==> config.mk <==
export PLATFORM = sky130hd
export DESIGN_NAME = ibr_mp
export DESIGN_NICKNAME = d
export VERILOG_FILES = /design/src/rtl/ibr_mp.sv
export SDC_FILE = /design/constraint.sdc
export NUM_CORES = 2
export LEC_CHECK = 0
export BUFFER_PORTS_ARGS = -buffer_cell sky130_fd_sc_hd__buf_2
export CAP_MARGIN = 30
export CORE_ASPECT_RATIO = 1.1
export CORE_MARGIN = 4
export CORE_UTILIZATION = 35
export CTS_BUF_LIST = sky130_fd_sc_hd__clkbuf_2
export CTS_CLUSTER_DIAMETER = 200
export DETAILED_ROUTE_END_ITERATION = 8
export PLACE_DENSITY = 0.58
export SLEW_MARGIN = 25
export SYNTH_ARGS = -nofsm -noshare
export SYNTH_HDL_FRONTEND = slang
export SYNTH_SLANG_ARGS = --single-unit
==> constraint.sdc <==
create_clock -name clk -period 7.98 [get_ports clk]
set_clock_uncertainty 0.05 [all_clocks]
set_input_delay 0.399 -clock clk [delete_from_list [all_inputs] [get_ports clk]]
set_output_delay 0.399 -clock clk [all_outputs]
set_load 0.02 [all_outputs]
==> src/rtl/ibr_mp.sv <==
`default_nettype none
// ============================================================================
// Module      : ibr_mp
// Description : Multi-port integer branch resolution unit. Branches resolve in
//               EX0, results register into EX1, and EX1 mispredicts are
//               arbitrated oldest-first into a pending redirect register.
// Revision    : 1.0 - initial release
// ============================================================================
module ibr_mp #(
    parameter int NUM_PORTS = 2,
    parameter int XLEN      = 64,
    parameter int PADDR_W   = 64,
    parameter int ROM_W     = 12,
    parameter int ROBID_W   = 6
) (
    input  logic                           clk,
    input  logic                           reset,
    input  logic [NUM_PORTS-1:0]           iss_ex0,
    input  logic [NUM_PORTS*4-1:0]         uop_ex0,
    input  logic [NUM_PORTS*PADDR_W-1:0]   pc_ex0,
    input  logic [NUM_PORTS*ROM_W-1:0]     rom_addr_ex0,
    input  logic [NUM_PORTS-1:0]           from_ucrom_ex0,
    input  logic [NUM_PORTS-1:0]           eom_ex0,
    input  logic [NUM_PORTS*XLEN-1:0]      imm_ex0,
    input  logic [NUM_PORTS*XLEN-1:0]      src1_ex0,
    input  logic [NUM_PORTS*XLEN-1:0]      src2_ex0,
    input  logic [NUM_PORTS*ROBID_W-1:0]   robid_ex0,
    input  logic                           flush_ack,
    output logic [NUM_PORTS-1:0]           resvld_ex1,
    output logic [NUM_PORTS*XLEN-1:0]      result_ex1,
    output logic                           mispred_valid,
    output logic [PADDR_W-1:0]             mispred_target,
    output logic [ROBID_W-1:0]             mispred_robid,
    output logic                           mispred_ucbr,
    output logic [15:0]                    mispred_cnt
);

    localparam logic [3:0]  c_UOP_EQ   = 4'd0;
    localparam logic [3:0]  c_UOP_NE   = 4'd1;
    localparam logic [3:0]  c_UOP_LT   = 4'd2;
    localparam logic [3:0]  c_UOP_GE   = 4'd3;
    localparam logic [3:0]  c_UOP_LTU  = 4'd4;
    localparam logic [3:0]  c_UOP_GEU  = 4'd5;
    localparam logic [3:0]  c_UOP_JAL  = 4'd6;
    localparam logic [3:0]  c_UOP_JALR = 4'd7;
    localparam logic [15:0] c_CNT_MAX  = 16'hFFFF;

    typedef enum logic [0:0] {
        S_IDLE = 1'b0,
        S_PEND = 1'b1
    } state_t;

    // a is older than b; the MSB is a wrap bit that flips each pass of the ROB
    function automatic logic f_older(input logic [ROBID_W-1:0] a,
                                     input logic [ROBID_W-1:0] b);
        if (a[ROBID_W-1] == b[ROBID_W-1]) begin
            return a[ROBID_W-2:0] < b[ROBID_W-2:0];
        end else begin
            return a[ROBID_W-2:0] > b[ROBID_W-2:0];
        end
    endfunction

    logic [NUM_PORTS-1:0] w_valid_br;
    logic [NUM_PORTS-1:0] w_mp;
    logic [NUM_PORTS-1:0] w_ucbr;
    logic [PADDR_W-1:0]   w_nxt      [NUM_PORTS];
    logic [PADDR_W-1:0]   w_true_tgt [NUM_PORTS];

    // ------------------------------------------------------------------ EX0
    generate
        for (genvar p = 0; p < NUM_PORTS; p++) begin : g_ex0
            logic [3:0]         w_uop;
            logic [PADDR_W-1:0] w_pc;
            logic [ROM_W-1:0]   w_rom;
            logic [ROM_W-1:0]   w_rom_inc;
            logic [XLEN-1:0]    w_imm;
            logic [XLEN-1:0]    w_src1;
            logic [XLEN-1:0]    w_src2;
            logic [XLEN-1:0]    w_jalr_sum;
            logic [PADDR_W-1:0] w_tkn_tgt;
            logic               w_eq;
            logic               w_lt;
            logic               w_ltu;
            logic               w_tkn;

            assign w_uop  = uop_ex0[p*4 +: 4];
            assign w_pc   = pc_ex0[p*PADDR_W +: PADDR_W];
            assign w_rom  = rom_addr_ex0[p*ROM_W +: ROM_W];
            assign w_imm  = imm_ex0[p*XLEN +: XLEN];
            assign w_src1 = src1_ex0[p*XLEN +: XLEN];
            assign w_src2 = src2_ex0[p*XLEN +: XLEN];

            assign w_eq  = (w_src1 == w_src2);
            assign w_lt  = ($signed(w_src1) < $signed(w_src2));
            assign w_ltu = (w_src1 < w_src2);

            always_comb begin
                w_tkn = 1'b0;
                case (w_uop)
                    c_UOP_EQ:   w_tkn = w_eq;
                    c_UOP_NE:   w_tkn = ~w_eq;
                    c_UOP_LT:   w_tkn = w_lt;
                    c_UOP_GE:   w_tkn = ~w_lt;
                    c_UOP_LTU:  w_tkn = w_ltu;
                    c_UOP_GEU:  w_tkn = ~w_ltu;
                    c_UOP_JAL:  w_tkn = 1'b1;
                    c_UOP_JALR: w_tkn = 1'b1;
                    default:    w_tkn = 1'b0;
                endcase
            end

            // Ucode branches mid-macro fall through to the next ROM slot
            assign w_ucbr[p]   = from_ucrom_ex0[p] & ~eom_ex0[p];
            assign w_rom_inc   = w_rom + ROM_W'(1);
            assign w_nxt[p]    = w_ucbr[p] ? PADDR_W'(w_rom_inc) : (w_pc + PADDR_W'(4));

            assign w_jalr_sum  = w_src1 + w_imm;
            assign w_tkn_tgt   = (w_uop == c_UOP_JALR) ?
                                 (PADDR_W'(w_jalr_sum) & ~PADDR_W'(1)) :
                                 (w_pc + PADDR_W'($signed(w_imm)));

            assign w_true_tgt[p] = w_tkn ? w_tkn_tgt : w_nxt[p];
            assign w_valid_br[p] = iss_ex0[p] & ~w_uop[3];
            assign w_mp[p]       = w_valid_br[p] & (w_true_tgt[p] != w_nxt[p]);
        end
    endgenerate

    // ------------------------------------------------------------------ EX1
    logic [NUM_PORTS-1:0] r_resvld;
    logic [NUM_PORTS-1:0] r_mp;
    logic [NUM_PORTS-1:0] r_ucbr;
    logic [XLEN-1:0]      r_result [NUM_PORTS];
    logic [PADDR_W-1:0]   r_tgt    [NUM_PORTS];
    logic [ROBID_W-1:0]   r_robid  [NUM_PORTS];

    always_ff @(posedge clk) begin
        if (!reset) begin
            r_resvld <= '0;
            r_mp     <= '0;
            r_ucbr   <= '0;
            for (int p = 0; p < NUM_PORTS; p++) begin
                r_result[p] <= '0;
                r_tgt[p]    <= '0;
                r_robid[p]  <= '0;
            end
        end else begin
            r_resvld <= w_valid_br;
            r_mp     <= w_mp;
            r_ucbr   <= w_ucbr;
            for (int p = 0; p < NUM_PORTS; p++) begin
                r_result[p] <= XLEN'(w_nxt[p]);
                r_tgt[p]    <= w_true_tgt[p];
                r_robid[p]  <= robid_ex0[p*ROBID_W +: ROBID_W];
            end
        end
    end

    generate
        for (genvar p = 0; p < NUM_PORTS; p++) begin : g_out
            assign result_ex1[p*XLEN +: XLEN] = r_result[p];
        end
    endgenerate

    assign resvld_ex1 = r_resvld;

    // ---------------------------------------------------- oldest-first pick
    logic               w_cand_vld;
    logic [PADDR_W-1:0] w_cand_tgt;
    logic [ROBID_W-1:0] w_cand_robid;
    logic               w_cand_ucbr;

    always_comb begin
        w_cand_vld   = 1'b0;
        w_cand_tgt   = '0;
        w_cand_robid = '0;
        w_cand_ucbr  = 1'b0;
        for (int p = 0; p < NUM_PORTS; p++) begin
            if (r_mp[p] && (!w_cand_vld || f_older(r_robid[p], w_cand_robid))) begin
                w_cand_vld   = 1'b1;
                w_cand_tgt   = r_tgt[p];
                w_cand_robid = r_robid[p];
                w_cand_ucbr  = r_ucbr[p];
            end
        end
    end

    // ------------------------------------------------------ pending redirect
    state_t             r_state;
    logic               r_valid;
    logic [PADDR_W-1:0] r_pend_tgt;
    logic [ROBID_W-1:0] r_pend_robid;
    logic               r_pend_ucbr;
    logic [15:0]        r_cnt;
    logic               w_cand_older;
    logic [15:0]        w_cnt_inc;

    assign w_cand_older = w_cand_vld & f_older(w_cand_robid, r_pend_robid);
    assign w_cnt_inc    = (r_cnt == c_CNT_MAX) ? r_cnt : (r_cnt + 16'd1);

    always_ff @(posedge clk) begin
        if (!reset) begin
            r_state      <= S_IDLE;
            r_valid      <= 1'b0;
            r_pend_tgt   <= '0;
            r_pend_robid <= '0;
            r_pend_ucbr  <= 1'b0;
            r_cnt        <= '0;
        end else begin
            case (r_state)
                S_IDLE: begin
                    if (w_cand_vld) begin
                        r_state      <= S_PEND;
                        r_valid      <= 1'b1;
                        r_pend_tgt   <= w_cand_tgt;
                        r_pend_robid <= w_cand_robid;
                        r_pend_ucbr  <= w_cand_ucbr;
                        r_cnt        <= w_cnt_inc;
                    end
                end
                S_PEND: begin
                    // An older mispredict wins even over a same-cycle ack
                    if (w_cand_older) begin
                        r_pend_tgt   <= w_cand_tgt;
                        r_pend_robid <= w_cand_robid;
                        r_pend_ucbr  <= w_cand_ucbr;
                        r_cnt        <= w_cnt_inc;
                    end else if (flush_ack) begin
                        r_state <= S_IDLE;
                        r_valid <= 1'b0;
                    end
                end
                default: begin
                    r_state <= S_IDLE;
                    r_valid <= 1'b0;
                end
            endcase
        end
    end

    assign mispred_valid  = r_valid;
    assign mispred_target = r_pend_tgt;
    assign mispred_robid  = r_pend_robid;
    assign mispred_ucbr   = r_pend_ucbr;
    assign mispred_cnt    = r_cnt;

endmodule
`default_nettype wire

After elaboration in Yosys (flattened, before gate mapping)

Memory sizes are Yosys's and may differ from the RTL's.
Cells that the tools add are included.

Output and inout bits: 218
Input port bits: 565
Flip-flop bits (word level): 95
Memories kept: 3
RAM bits: 268

Bitwise operators: 24
Muxes and demuxes: 47
Eq/ne operators: 25
Reductions and logical operators: 9
Magnitude comparators: 8
$add $sub $neg: 9

Memories:

| name     | depth | bits a word | rd ports | clocked after memory_dff | wr ports | RTL line | text |
|---|---|---|---|---|---|---|---|
| r_result | 2     | 64          | 2        | 0                        | 2        | 132      | `logic [XLEN-1:0] r_result [NUM_PORTS];` |
| r_tgt    | 2     | 64          | 2        | 0                        | 2        | 133      | `logic [PADDR_W-1:0] r_tgt [NUM_PORTS];` |
| r_robid  | 2     | 6           | 2        | 0                        | 2        | 134      | `logic [ROBID_W-1:0] r_robid [NUM_PORTS];` |

Operators by type and width:

| kind                                                             | count |
|---|---|
| 64-bit 2-to-1 mux                                                | 14 |
| 64-bit adder                                                     | 4 |
| 64-bit less-than comparator                                      | 4 |
| 64-bit by 3-bit adder with 64-bit output (second input constant) | 2 |
| 64-bit == test                                                   | 2 |
| 64-bit != test                                                   | 2 |
| 64-bit one-hot mux with 2 select lines                           | 1 |
| 16-bit 2-to-1 mux                                                | 3 |
| 6-bit 2-to-1 mux                                                 | 6 |
| 4-bit by 3-bit == test with 1-bit output (second input constant) | 8 |
| 16-bit one-hot mux with 2 select lines                           | 1 |
| 12-bit by 1-bit adder with 12-bit output (second input constant) | 2 |
| 16-bit by 1-bit adder with 16-bit output (second input constant) | 1 |
| 16-bit == test (second input constant)                           | 1 |
| 4-bit by 2-bit == test with 1-bit output (second input constant) | 4 |
| 1-bit 2-to-1 mux                                                 | 16 |
| 1-bit one-hot mux with 7 select lines                            | 2 |
| 6-bit one-hot mux with 2 select lines                            | 1 |
| 1-bit NOT                                                        | 11 |
| 5-bit > comparator                                               | 2 |
| 5-bit less-than comparator                                       | 2 |
| 4-bit by 1-bit == test with 1-bit output (second input constant) | 2 |
| 4-bit logical NOT                                                | 2 |
| 1-bit AND                                                        | 7 |
| 11 further kinds                                                 | 22 |

Depth between registers and ports, before layout

Depth in word-level cells: 11
Gate-level depth with buffers: 27
Mapped depth without buffers: 24

Worst setup path after synthesis

No wires, ideal clock.

Kind: register -> register
Start point: reg r_mp[0]
End point: reg r_cnt[15], in the netlist mispred_cnt[15]
Path buffers: 3
Stages on the path, launching flop included: 27
Data arrival time: 4,654 ps
Path slack: 3,148 ps
Cells stage by stage: dfxtp_1 > clkbuf_1 > nand2_1 > ha_1 > nor2b_1 > o21a_1 > o21a_1 > o21ai_1 > nor3b_1 > o31a_1 > clkbuf_1 > clkbuf_1 > nand2_1 > o21ai_0 > ha_1 > nor2b_1 > o21a_1 > o21ai_0 > nand2b_1 > a21oi_1 > mux2i_1 > a21oi_1 > o31ai_1 > nor3_1 > nor3b_1 > xnor2_1 > nor2_1

Word-level cells in the longest chain between the ends: 11
Elaborated cells between the ends (all ways): 19
Classes of those cells: order compare: 4; eq/ne: 4; mux: 6; bitwise: 1; reduce/logical: 4

Ends and longest elaborated chain:

| element                                                          | RTL line | text |
|---|---|---|
| start, declared                                                  | 130      | `logic [NUM_PORTS-1:0] r_mp;` |
| start signal, assigned                                           | 148      | `r_mp <= w_mp;` |
| 6-bit 2-to-1 mux                                                 | 178      | `if (r_mp[p] && (!w_cand_vld \|\| f_older(r_robid[p], w_cand_robid))) begin` |
| 5-bit > comparator (tied with other cells)                       | 59       | `return a[ROBID_W-2:0] > b[ROBID_W-2:0];` |
| 1-bit 2-to-1 mux                                                 | 56       | `if (a[ROBID_W-1] == b[ROBID_W-1]) begin` |
| 1-bit logical OR                                                 | 178      |  |
| 1-bit logical AND                                                | 178      |  |
| 6-bit 2-to-1 mux (*)                                             | 178      |  |
| via w_cand_robid[1]                                              | 169      | `logic [ROBID_W-1:0] w_cand_robid;` |
| 5-bit > comparator or 5-bit less-than comparator (tied branches) | 59, 57   |  |
| 1-bit 2-to-1 mux (*)                                             | 56       |  |
| 1-bit AND (*)                                                    | 197      | `assign w_cand_older = w_cand_vld & f_older(w_cand_robid, r_pend_robid);` |
| 2-bit by 1-bit != test with 1-bit output (no line) (*)           | --       |  |
| 2-bit AND reduction (no line) (*)                                | --       |  |
| end signal, assigned                                             | 217      | `r_cnt <= w_cnt_inc;` |
| end signal, assigned                                             | 226      | `r_cnt <= w_cnt_inc;` |
| end, declared                                                    | 193      | `logic [15:0] r_cnt;` |

Mark *: on every way through the listed nets, which the timed path passes. The rest lies on a longest branch.
A chain may end at the register's enable or synchronous reset.

Final worst setup path

Start point: in src1_ex0[62]
End point: reg r_mp[0]

Word-level cells in the longest chain between the ends: 6
Elaborated cells between the ends (all ways): 12
Classes of those cells: add/sub: 1; order compare: 2; eq/ne: 2; mux: 3; bitwise: 4

Ends and longest elaborated chain:

| element                                             | RTL line      | text |
|---|---|---|
| start, declared                                     | 25            | `input logic [NUM_PORTS*XLEN-1:0] src1_ex0,` |
| 64-bit less-than comparator (tied with other cells) | 95            | `assign w_ltu = (w_src1 < w_src2);` |
| 1-bit NOT, on equally long branches                 | 105, 101, 103 |  |
| 1-bit one-hot mux with 7 select lines               | 99            | `case (w_uop)` |
| 64-bit 2-to-1 mux (*)                               | 122           | `assign w_true_tgt[p] = w_tkn ? w_tkn_tgt : w_nxt[p];` |
| 64-bit != test (*)                                  | 124           | `assign w_mp[p] = w_valid_br[p] & (w_true_tgt[p] != w_nxt[p]);` |
| 1-bit AND (*)                                       | 124           |  |

Mark *: on every way between the ends. The rest lies on a longest branch, timed or not.

==> results.ini <==
[pwr]
total_leakage_power_nw = 23.42
powerDensity_mw_per_mm2 = 137.3
peakVddDrop_v = 0.00008316
power_mw = 7.275

[setup_path]
cp-start-kind = input port
crit_chain = dlygate4sd3_1 -> buf_2 -> ha_1 -> nand4_1 -> or4_1 -> nor4_2 -> nand3_1 -> nor3_2 -> xnor2_1 -> a21oi_1 -> dlygate4sd3_1 -> o311a_2 -> dlygate4sd3_1 -> buf_4 -> o21ai_1 -> or4_1 -> nor4_1 -> and3_1 -> nand4_1 -> nor4_1 -> a21oi_1 -> dlygate4sd3_1
crit_family = simple AND/OR/NAND/NOR gates
r2r_cells = 19
path_max_fanout = 49
critPathMostFrequentCell = dlygate4sd3_1
worst-path-buf-inv = 6
r2r-start = r_mp[0]
endpoint_kind = flip-flop
cp_slowest_stage_delay_ns = 0.79
arrival_ns = 8.86
r2r_slack_ns = 2.17
crit_required_ns = 9.08
slowest_stage = nor4_2
critPathKind = in -> reg
r2r-end = mispred_target[14]

[routing]
wl_per_cell_um = 24.53
first_iter_violations = 4129
met2_length_mm = 96.46
viasPerCell = 5.718
wirelength_met1_mm = 80.21
vias = 48096
ant_nets = 0
highest_layer = met5
dr_wl_met3_mm = 15.03
wl_mm = 206.3
dr.pass1.iters = 6
drc = 0

[sta]
period_share_pct = 97.21
hold_viol_final = 0
finalSetupTns_ns = 0
final_max_slew_viol_count = 0
period_needed_ns = 7.757
setup_violations = 0
rsz0062_at_grt = no
hold_ws_ns = 0.2706
slew_headroom_pct = 29.15
setup_slack_ns = 0.2229
tightestPinTransition_ns = 1.063
fmax_mhz = 128.9

[yosys]
synth_cell_types = 119
netlist_area_mm2 = 0.03905
ys_async_sr_fraction_pct = 0
synth_cells = 5383
syn-num-nets = 6345
synth_edf_count = 0
ys.flop_type = dfxtp_1
ys_ff_latch = 363
syn-mean-instance-area_um2 = 7.255
yosysSeqAreaShare_pct = 18.61
yosysWarnings = 0

[cts]
path_clk_slew_ns = 0.10
cts_tree = built
clk-insertion-delay-late_ns = 1.31
numCtsBuffers = 99
htreeDepth = 3
clockBufferDepth = 3
root_buffer = clkbuf_2
clock-sinks = 363

[place]
dp_slack_ns = 1.147
gp_congestion = 1.020
place_area_mm2 = 0.04412
place_inst = 7434
dp_hpwl_mm = 162.9
portBuffers = 782

[hold_path]
hold_path.class = in -> reg
hold_path_end = r_tgt[0][12]
hold_depth = 6
min_from = imm_ex0[12]

[layout]
stdcell_count = 8411
synthToLayoutAreaGrowth_pct = 35.68
drive_above_1_share_pct = 16.22
finish.instance_area_mm2 = 0.05299
nFillCells = 11304
post-route-util_pct = 47.81
regArea_mm2 = 0.007268
nets = 7794
multi_input_comb_area_mm2 = 0.02979

[floorplanning]
boundaryPins = 783
die_y_um = 358.3
die_w_um = 326.5
coreArea_mm2 = 0.1108
dieArea_mm2 = 0.1170
start_util_pct = 35.24
num_rows = 128

[grt]
antenna_found_initial = 20
grt_pass1_vias = 48039
track_usage_pct = 33.49
grt_pass1_wl_mm = 300.9
grt_max_degree = 165
grt-ovfl-total = 0

[outcome]
status = complete, no violations

[job]
drv_cap = 0

[worst max path at each step]
stage / startpoint / endpoint / slack [ns] / depth (start not counted)
CTS: src1_ex0[62] / r_mp[0] / 0.72 / 22
floorplan: r_mp[0] / mispred_cnt[15] / 3.15 / 26
global route: src1_ex0[62] / r_mp[0] / 0.45 / 22
detailed placement: src1_ex0[63] / r_mp[0] / 1.15 / 18
global placement: src1_ex0[63] / r_mp[0] / 1.13 / 18
finish: src1_ex0[62] / r_mp[0] / 0.22 / 22
[layer usage]
metal,vias up,track usage [%]
met2,2173,57.38
met1,22688,38.22
met4,10,20.79
met3,626,7.031
li1,22599,-
met5,-,0
[power breakdown]
group / switching [mW] / internal (mW)
clock network: 0.902 / 0.518
logic: 2.27 / 1.57
registers: 0.0628 / 1.95
total: 3.24 / 4.04
[tightest hold or removal path, cell delays in order]
cell and delay [ns]:
buf_2 0.12, ha_1 0.28, xor2_1 0.17, o21ai_0 0.22
o21ai_0 0.22, and2_1 0.12
[final cells by class]
type | instances | share of cell area [%]
Tap cell | 1495 | 3.530
Inverter | 227 | 1.622
Clock buffer | 136 | 1.285
Antenna cell | 12 | 0.05667
Multi-Input combinational cell | 4512 | 56.22
Sequential cell | 363 | 13.72
Timing Repair Buffer | 1629 | 23.14
Clock inverter | 37 | 0.4368
[logic make-up (layout without fill, tap and decap cells)]
group / after synthesis / after routing / synth area share [%]
compound gates: 1503 / 1503 / 25.56
xor+xnor: 447 / 447 / 10.06
fa+ha+maj: 397 / 397 / 12.80
buf+inv: 508 / 2029 / 5.322
flops: 363 / 363 / 18.61
mux: 75 / 75 / 1.954
other cells: 0 / 12 / 0
simple gates: 2090 / 2090 / 25.70
[registers in the layout, summed over array words and instances (netlist names)]
name	cells
mispred_cnt	16
mispred_robid	6
mispred_target	64
mispred_ucbr	1
mispred_valid	1
r_mp	2
r_result	128
r_robid	12
r_state	1
r_tgt	128
r_ucbr	2
resvld_ex1	2
[cells in the final DEF (no fill, tap or decap), drive strengths merged, types with 73 or more instances in the layout]
master / instances
o21ai: 281
nand2: 561
a21o: 131
and2: 85
inv: 230
clkbuf: 136
ha: 393
nand3: 223
nand4: 151
buf: 838
dfxtp: 363
xor2: 182
nor2: 590
a21oi: 463
dlygate4sd3: 791
a211oi: 88
nor3: 190
a311oi: 73
xnor2: 264
[timing repair]
action | 4_1_cts | 5_1_grt
setup buffers | 0 | 0
setup endpoints to repair | 0 | 0
hold endpoints to repair | 280 | 0
resized for setup | 0 | 0
hold buffers | 791 | 0
[cell usage after synthesis (14+ instances only)]
library cell / count / area, µm²
nor2_1: 588 / 2207
nand2_1: 561 / 2106
a21oi_1: 458 / 2292
ha_1: 393 / 4917
dfxtp_1: 363 / 7267
xnor2_1: 264 / 2312
o21ai_0: 261 / 1306
inv_1: 226 / 848.3
nand3_1: 219 / 1096
clkbuf_1: 214 / 803.3
nor3_1: 188 / 940.9
xor2_1: 182 / 1594
nand4_1: 150 / 938.4
a21o_1: 131 / 983.4
a211oi_1: 85 / 638.1
and2_1: 83 / 519.3
a311oi_1: 73 / 639.4
mux2i_1: 65 / 650.6
a31oi_1: 53 / 331.6
and3_1: 51 / 319.1
o21a_1: 50 / 375.4
o211ai_1: 43 / 322.8
nor4_1: 35 / 219.0
or2_2: 33 / 206.5
o21bai_1: 30 / 225.2
and4_1: 28 / 245.2
nand2b_1: 27 / 168.9
o31ai_1: 26 / 195.2
buf_2: 25 / 125.1
nor2b_1: 25 / 156.4
buf_1: 23 / 86.33
or3_1: 21 / 131.4
a221oi_1: 20 / 175.2
o21ai_1: 19 / 95.09
a2111oi_0: 15 / 131.4
a21boi_0: 15 / 112.6
o2111ai_1: 15 / 131.4
a211o_1: 14 / 122.6
No activity file was read; power rests on OpenSTA's default activity.
